<file path="src/rtl/bf_executor.sv">
// Brainfuck instruction executor: fetches ASCII opcodes from a combinational ROM
// and drives an external tape plus byte-wide input/output handshake channels.
module bf_executor (
  input  logic       working_clock,
  input  logic       reset,
  input  logic       start,
  output logic [7:0] prog_addr,
  input  logic [7:0] prog_data,
  input  logic [7:0] prog_len,
  input  logic [7:0] mem_value,
  output logic [7:0] mem_new_value,
  output logic       mem_set,
  output logic       mem_move,
  output logic       mem_move_dir,
  output logic       mem_roll_back,
  input  logic       mem_available,
  output logic [7:0] out_data,
  output logic       out_valid,
  input  logic       out_ready,
  input  logic [7:0] in_data,
  input  logic       in_valid,
  output logic       in_ready,
  output logic       running,
  output logic       done,
  output logic       error
);

  localparam logic [7:0] OP_INC   = 8'h2B;  // '+'
  localparam logic [7:0] OP_DEC   = 8'h2D;  // '-'
  localparam logic [7:0] OP_RIGHT = 8'h3E;  // '>'
  localparam logic [7:0] OP_LEFT  = 8'h3C;  // '<'
  localparam logic [7:0] OP_OUT   = 8'h2E;  // '.'
  localparam logic [7:0] OP_IN    = 8'h2C;  // ','
  localparam logic [7:0] OP_OPEN  = 8'h5B;  // '['
  localparam logic [7:0] OP_CLOSE = 8'h5D;  // ']'

  typedef enum logic [3:0] {
    IDLE, REWIND, FETCH, WAIT_MEM, OUTPUT, INPUT, SCAN_F, SCAN_B, HALT, ERROR
  } state_t;

  state_t     state, state_n;
  logic [7:0] pc, pc_n;
  logic [7:0] depth, depth_n;
  logic [7:0] mem_new_value_n, out_data_n;
  logic       mem_set_n, mem_move_n, mem_move_dir_n, mem_roll_back_n;
  logic       settle;

  // Every entry into REWIND/WAIT_MEM issues a tape pulse, so a visible pulse marks the settle cycle.
  assign settle    = mem_set | mem_move | mem_roll_back;
  assign prog_addr = pc;

  always_comb begin
    state_n         = state;
    pc_n            = pc;
    depth_n         = depth;
    mem_new_value_n = mem_new_value;
    out_data_n      = out_data;
    mem_move_dir_n  = mem_move_dir;
    mem_set_n       = 1'b0;
    mem_move_n      = 1'b0;
    mem_roll_back_n = 1'b0;
    case (state)
      IDLE, HALT, ERROR: begin
        if (start) begin
          pc_n            = 8'd0;
          depth_n         = 8'd0;
          mem_roll_back_n = 1'b1;
          state_n         = REWIND;
        end
      end
      REWIND, WAIT_MEM: begin
        if (!settle && mem_available) state_n = FETCH;
      end
      FETCH: begin
        if (mem_available) begin
          if (pc == prog_len) begin
            state_n = HALT;
          end else begin
            case (prog_data)
              OP_INC, OP_DEC: begin
                mem_new_value_n = (prog_data == OP_INC) ? mem_value + 8'd1 : mem_value - 8'd1;
                mem_set_n       = 1'b1;
                pc_n            = pc + 8'd1;
                state_n         = WAIT_MEM;
              end
              OP_RIGHT, OP_LEFT: begin
                mem_move_n     = 1'b1;
                mem_move_dir_n = (prog_data == OP_RIGHT);
                pc_n           = pc + 8'd1;
                state_n        = WAIT_MEM;
              end
              OP_OUT: begin
                out_data_n = mem_value;
                state_n    = OUTPUT;
              end
              OP_IN: state_n = INPUT;
              OP_OPEN: begin
                pc_n = pc + 8'd1;
                if (mem_value == 8'd0) begin
                  depth_n = 8'd1;
                  state_n = SCAN_F;
                end
              end
              OP_CLOSE: begin
                if (mem_value == 8'd0) begin
                  pc_n = pc + 8'd1;
                end else if (pc == 8'd0) begin
                  state_n = ERROR;
                end else begin
                  depth_n = 8'd1;
                  pc_n    = pc - 8'd1;
                  state_n = SCAN_B;
                end
              end
              default: pc_n = pc + 8'd1;
            endcase
          end
        end
      end
      OUTPUT: begin
        if (out_ready) begin
          pc_n    = pc + 8'd1;
          state_n = FETCH;
        end
      end
      INPUT: begin
        if (in_valid) begin
          mem_new_value_n = in_data;
          mem_set_n       = 1'b1;
          pc_n            = pc + 8'd1;
          state_n         = WAIT_MEM;
        end
      end
      SCAN_F: begin
        if (pc == prog_len) begin
          state_n = ERROR;
        end else if (prog_data == OP_OPEN && depth == 8'hFF) begin
          state_n = ERROR;
        end else if (prog_data == OP_CLOSE && depth == 8'd1) begin
          depth_n = 8'd0;
          pc_n    = pc + 8'd1;
          state_n = FETCH;
        end else begin
          if (prog_data == OP_OPEN)       depth_n = depth + 8'd1;
          else if (prog_data == OP_CLOSE) depth_n = depth - 8'd1;
          pc_n = pc + 8'd1;
        end
      end
      SCAN_B: begin
        if (prog_data == OP_CLOSE && depth == 8'hFF) begin
          state_n = ERROR;
        end else if (prog_data == OP_OPEN && depth == 8'd1) begin
          depth_n = 8'd0;
          pc_n    = pc + 8'd1;
          state_n = FETCH;
        end else begin
          if (prog_data == OP_CLOSE)     depth_n = depth + 8'd1;
          else if (prog_data == OP_OPEN) depth_n = depth - 8'd1;
          if (pc == 8'd0) state_n = ERROR;
          else            pc_n    = pc - 8'd1;
        end
      end
      default: state_n = IDLE;
    endcase
  end

  always_ff @(posedge working_clock or posedge reset) begin
    if (reset) begin
      state         <= IDLE;
      pc            <= 8'd0;
      depth         <= 8'd0;
      mem_new_value <= 8'd0;
      out_data      <= 8'd0;
      mem_set       <= 1'b0;
      mem_move      <= 1'b0;
      mem_move_dir  <= 1'b0;
      mem_roll_back <= 1'b0;
      out_valid     <= 1'b0;
      in_ready      <= 1'b0;
      running       <= 1'b0;
      done          <= 1'b0;
      error         <= 1'b0;
    end else begin
      state         <= state_n;
      pc            <= pc_n;
      depth         <= depth_n;
      mem_new_value <= mem_new_value_n;
      out_data      <= out_data_n;
      mem_set       <= mem_set_n;
      mem_move      <= mem_move_n;
      mem_move_dir  <= mem_move_dir_n;
      mem_roll_back <= mem_roll_back_n;
      out_valid     <= (state_n == OUTPUT);
      in_ready      <= (state_n == INPUT);
      running       <= !(state_n inside {IDLE, HALT, ERROR});
      done          <= (state_n == HALT);
      error         <= (state_n == ERROR);
    end
  end

endmodule

</file>
<file path="config.mk">
export PLATFORM = sky130hd
export DESIGN_NAME = bf_executor
export DESIGN_NICKNAME = d
export VERILOG_FILES = /design/src/rtl/bf_executor.sv
export SDC_FILE = /design/constraint.sdc
export NUM_CORES = 1
export LEC_CHECK = 0
export CAP_MARGIN = 40
export CORE_ASPECT_RATIO = 0.7
export CORE_MARGIN = 2
export CORE_UTILIZATION = 59
export CTS_BUF_LIST = sky130_fd_sc_hd__clkbuf_2
export CTS_CLUSTER_SIZE = 12
export DETAILED_ROUTE_END_ITERATION = 6
export GPL_TIMING_DRIVEN = 0
export MAX_ROUTING_LAYER = met4
export PLACE_DENSITY = 0.92
export SLEW_MARGIN = 20
export SYNTH_ARGS = -nofsm -noshare
export SYNTH_HDL_FRONTEND = slang
export SYNTH_SLANG_ARGS = --single-unit
</file>
<file path="constraint.sdc">
create_clock -name working_clock -period 4.8 [get_ports working_clock]
set_clock_uncertainty 0.05 [all_clocks]
set_input_delay 0.72 -clock working_clock [delete_from_list [all_inputs] [get_ports working_clock]]
set_output_delay 0.72 -clock working_clock [all_outputs]
set_load 0.01 [all_outputs]
</file>
Word-level counts from Yosys, hierarchy flattened
Cells that the tools add are included.

Add/sub/neg operators: 6. Eq/ne operators: 40. Mux-type cells: 63. Bitwise gates (word level): 3. Reductions and logical operators: 26.

Operators with widths (count): $mux W8 (30); $mux W4 (15); $eq A8 B6 Y1 const B (6); $pmux W8 S2 (3); $pmux W8 S6 (1); $pmux W8 S4 (1); $pmux W4 S7 (1); $add A8 B1 Y8 const B (3); $eq A4 B3 Y1 const B (6); $sub A8 B1 Y8 const B (3); $pmux W4 S5 (1); $ne A2 B2 Y1 const B (9); $eq A4 B4 Y1 const B (4); $eq A8 B7 Y1 const B (2); $logic_not A8 Y1 (2); $reduce_and A13 Y1 (1); $ne A3 B3 Y1 const B (4); $mux W1 (10); $reduce_and A10 Y1 (1); $eq A4 B2 Y1 const B (2); $eq A8 B1 Y1 const B (1); $eq A8 B8 Y1 (1); $eq A8 B8 Y1 const B (1); $logic_not A4 Y1 (2); 17 further kinds (28).

Register bits: 45. Input port bits: 38. Output and inout port bits: 33. Logic and storage cells: 152.

Logic depth before layout (Yosys ltp)
Depth in word-level cells: 10. Mapped depth: 11.

Worst setup path before layout
No wires, ideal clock.

Path type: input-to-reg. Start: input port prog_data[7]. End: register mem_new_value[6]. Library setup time: 0.119 ns. Arrival time: 2.952 ns. Required time: 4.631 ns. Setup slack: 1.679 ns. Stages: 11. Path buffers: 0. Cells stage by stage: or3b_2 > nor2_1 > nand2_1 > fa_1 > a21o_1 > a21oi_1 > o21bai_1 > a21oi_1 > xor2_1 > o211ai_1 > o21a_1.

Cells in the longest elaborated chain, start to end: 6. Elaborated cells on any way between the ends: 10. Those cells by class: eq/ne: 3; mux: 5; reduce/logical: 2.

RTL lines: start: declaration (line 8) `input logic [7:0] prog_data,`; $eq A8 B6 Y1 (line 79, 81); $mux W8 (line 81) `mem_new_value_n = (prog_data == OP_INC) ? mem_value + 8'd1 : mem_value - 8'd1;`; $mux W8 (line 79) `case (prog_data)`; $mux W8 (line 76) `if (pc == prog_len) begin`; $mux W8 (line 75) `if (mem_available) begin`; $pmux W8 S2 (line 62) `case (state)`; end signal: assignment (line 187) `mem_new_value <= mem_new_value_n;`; end: declaration (line 11) `output logic [7:0] mem_new_value,`.

Several ways; a longest one is shown, not always the timed one. The select of a mux whose other input is x is not followed. A chain may end at the register's enable or synchronous reset.

Final worst setup path
Start: input port prog_data[5]. End: register mem_new_value[7].

The elaborated chain is that of the path after synthesis.

==> impl_metrics.ini <==
[logic_synthesis]
syn_area_um2 = 3671
synthesis.nets = 469
seq_area_frac_synth_pct = 30.67
syn-mean-instance-area_um2 = 8.782
synth_cells = 418
post-synth-top-count-cell = nor2_1
synthTopCellsByArea = dfrtp_1 31%, a21oi_1 4.8%, nor2_1 4.7%
synth-seq-cells = 45
synth-main-ff-cell = dfrtp_1
yosys-top-cells-count = 46 x nor2_1, 45 x dfrtp_1, 35 x a21oi_1, 29 x nand2_1, 17 x o21ai_0
synth_top_area_share_pct = 30.67
synth_edf_count = 0
yosysWarningCount = 0
synth-async-reset-ratio_pct = 100.0
synth_area_leader_cell = dfrtp_1
synthDistinctLibCells = 82

[critical_path]
rrSetupSlack_ns = 2.05
worst_path_most_repeated_cell = a21oi_1
crit_chain = clkdlybuf4s50_1, or3b_2, nor2_1, nand2_1, ha_1, a21oi_1, o21ai_0, a2111oi_0, nor3_1, xnor2_1, mux2i_1, a21oi_1
cp-start-kind = primary input
path_class = in2reg
cp.required_ns = 5.14
cp_slowest_cell = or3b_2
crit_fanout = 8
slowest_delay_ns = 0.53
end_kind = register
crit_family = simple AND/OR/NAND/NOR gates
cp_num_buf_inv = 1
crit_arrival_ns = 4.15

[timing]
tightest_slew_ns = 0.8475
tns_ns = 0
rsz0062_at_grt = no
hold_viol = 0
report.final.slew_viol_count = 0
clock.fmax_ghz = 0.2624
slew_headroom_pct = 42.04
setup_viol = 0
layout_min_cycle_time_ns = 3.811
fin_crit_sh_pct = 79.39

[finish]
multi_input_area_um2 = 2352
seq_area_um2 = 1126
area_growth_pct = 23.55
fin_nets = 547
fillers = 412
diodes = 0
final_cell_area_um2 = 4536
drive_gt1_share_pct = 12.68
utilization_pct = 77.26
fin_cells = 572

[route]
dr.pass1.iters = 6
drc = 0
ant_nets = 0
wl_per_cell_um = 18.61
dr_wl_met3_mm = 1.216
drt_iter0_drc = 379
dr_total_vias = 3773
highest_layer = met4
wl_met2_mm = 4.622
wl_met1_mm = 4.698
wl_mm = 10.65
via_per_inst = 6.596

[clock_network]
cts_resized = 0
htreeDepth = 2
clkLatencyLatePin_ns = 0.46
cts_tree = yes
hold_buffers = 0
clock_path_buffers = 2
numCtsBuffers = 5
cts_setup_buffers = 0
clkSinkCount = 45
cts_root_buffer = clkbuf_2
clk_pin_slew_worst_paths_ns = 0.29

[floorplan]
die_h_um = 70.00
fp.dieArea_um2 = 6879
start_util_pct = 62.53
io_pins = 71
dieWidth_um = 98.28
num_rows = 23
core_um2 = 5871

[job]
maxCapViolCount = 0

[place]
port_buffers = 70
dp_hpwl_mm = 8.237
dpl.cell_count = 564
place.gp.congestion = 1.008
place_area_um2 = 4486

[worst_hold_path]
hold_class = in2async

[global_route]
grt_pass1_wl_mm = 17.42
gr-total-overflow = 0
grt_pass1_vias = 3458
antenna_found_initial = 0
grt_util_all_layers_pct = 31.71
grt_max_degree = 30

[status]
outcome = complete, no violations

[power]
powerDensity_nw_per_um2 = 351.9
peakVddDrop_uv = 206.2
power_leakage_nw = 1.903
## registers in the layout (all words and copies together) (netlist names), 4 cells and up
| signal | count |
|---|---|
| mem_new_value | 8 |
| out_data | 8 |
| depth | 8 |
| state | 4 |
| prog_addr | 8 |
## placed cells by master (no fill, tap or decap), drive strengths merged, types with 5 or more instances in the layout
cell           Yosys  routed
ha                12      12
a31oi              8       8
nand2             29      29
inv               15      17
nor2              47      47
nand3             13      13
and3              10      10
clkdlybuf4s50      0      70
xor2              11      11
dfrtp             45      45
clkbuf             7      12
o22ai              8       8
xnor2              6       6
mux2              10      10
o21ai             20      20
buf               17      18
a21oi             37      37
nand2b             6       6
o32ai              5       5
o31ai              5       5
nor3              10      10
a22oi              7       7
## per-stage QoR
stage	total power, mW	worst slack [ns]	hold slack [ns]
floorplan	1.097	1.679	0.4487
global placement	1.354	0.7598	0.4249
detailed placement	1.390	0.6393	0.4349
CTS	1.577	1.089	0.4865
global route	1.697	0.8260	0.5063
finish	1.596	0.9892	0.4712
## per-layer routing
layer  up-vias  global-route usage, %
met4         0                  4.110
li1       1721                      -
met2       240                  45.65
met5         -                      -
met3        17                  8.609
met1      1795                  46.13
## path summary, 6_finish.rpt
check	start	to	cells past startpoint
setup reg to reg	state[0]$_DFF_PP0_	out_data[4]$_DFFE_PP0P_	7
hold reg to reg	mem_new_value[6]$_DFFE_PP0P_	mem_new_value[6]$_DFFE_PP0P_	1
hold / removal	reset	depth[4]$_DFFE_PP0P_	2
max in group asynchronous	reset	mem_new_value[7]$_DFFE_PP0P_	3
min in group working_clock	mem_new_value[6]$_DFFE_PP0P_	mem_new_value[6]$_DFFE_PP0P_	1
setup / recovery	prog_data[5]	mem_new_value[7]$_DFFE_PP0P_	12
## power by group
group          internal [mW]  switching, mW
sequential             0.438         0.0493
combinational          0.387          0.533
clock                 0.0400          0.148
total                  0.865          0.731
## layout make-up
| class | count | share of cell area, % |
|---|---|---|
| inverter | 15 | 1.241 |
| clock inverter | 3 | 0.5517 |
| multi-input combinational | 334 | 51.86 |
| tap | 75 | 2.069 |
| sequential | 45 | 24.83 |
| timing repair buffer | 71 | 15.89 |
| clock buffer | 5 | 0.5517 |
| buffer | 24 | 3.007 |
## cells by family (layout without fill, tap and decap cells)
group	Yosys count	after routing	share of synthesized area, %
simple gates	158	158	24.68
compound gates	132	132	26.21
flops	45	45	30.67
buf+inv	39	118	5.249
xor+xnor	17	17	4.056
mux	14	14	4.499
fa+ha+maj	13	13	4.635
Power figures use the tool's default switching activity.
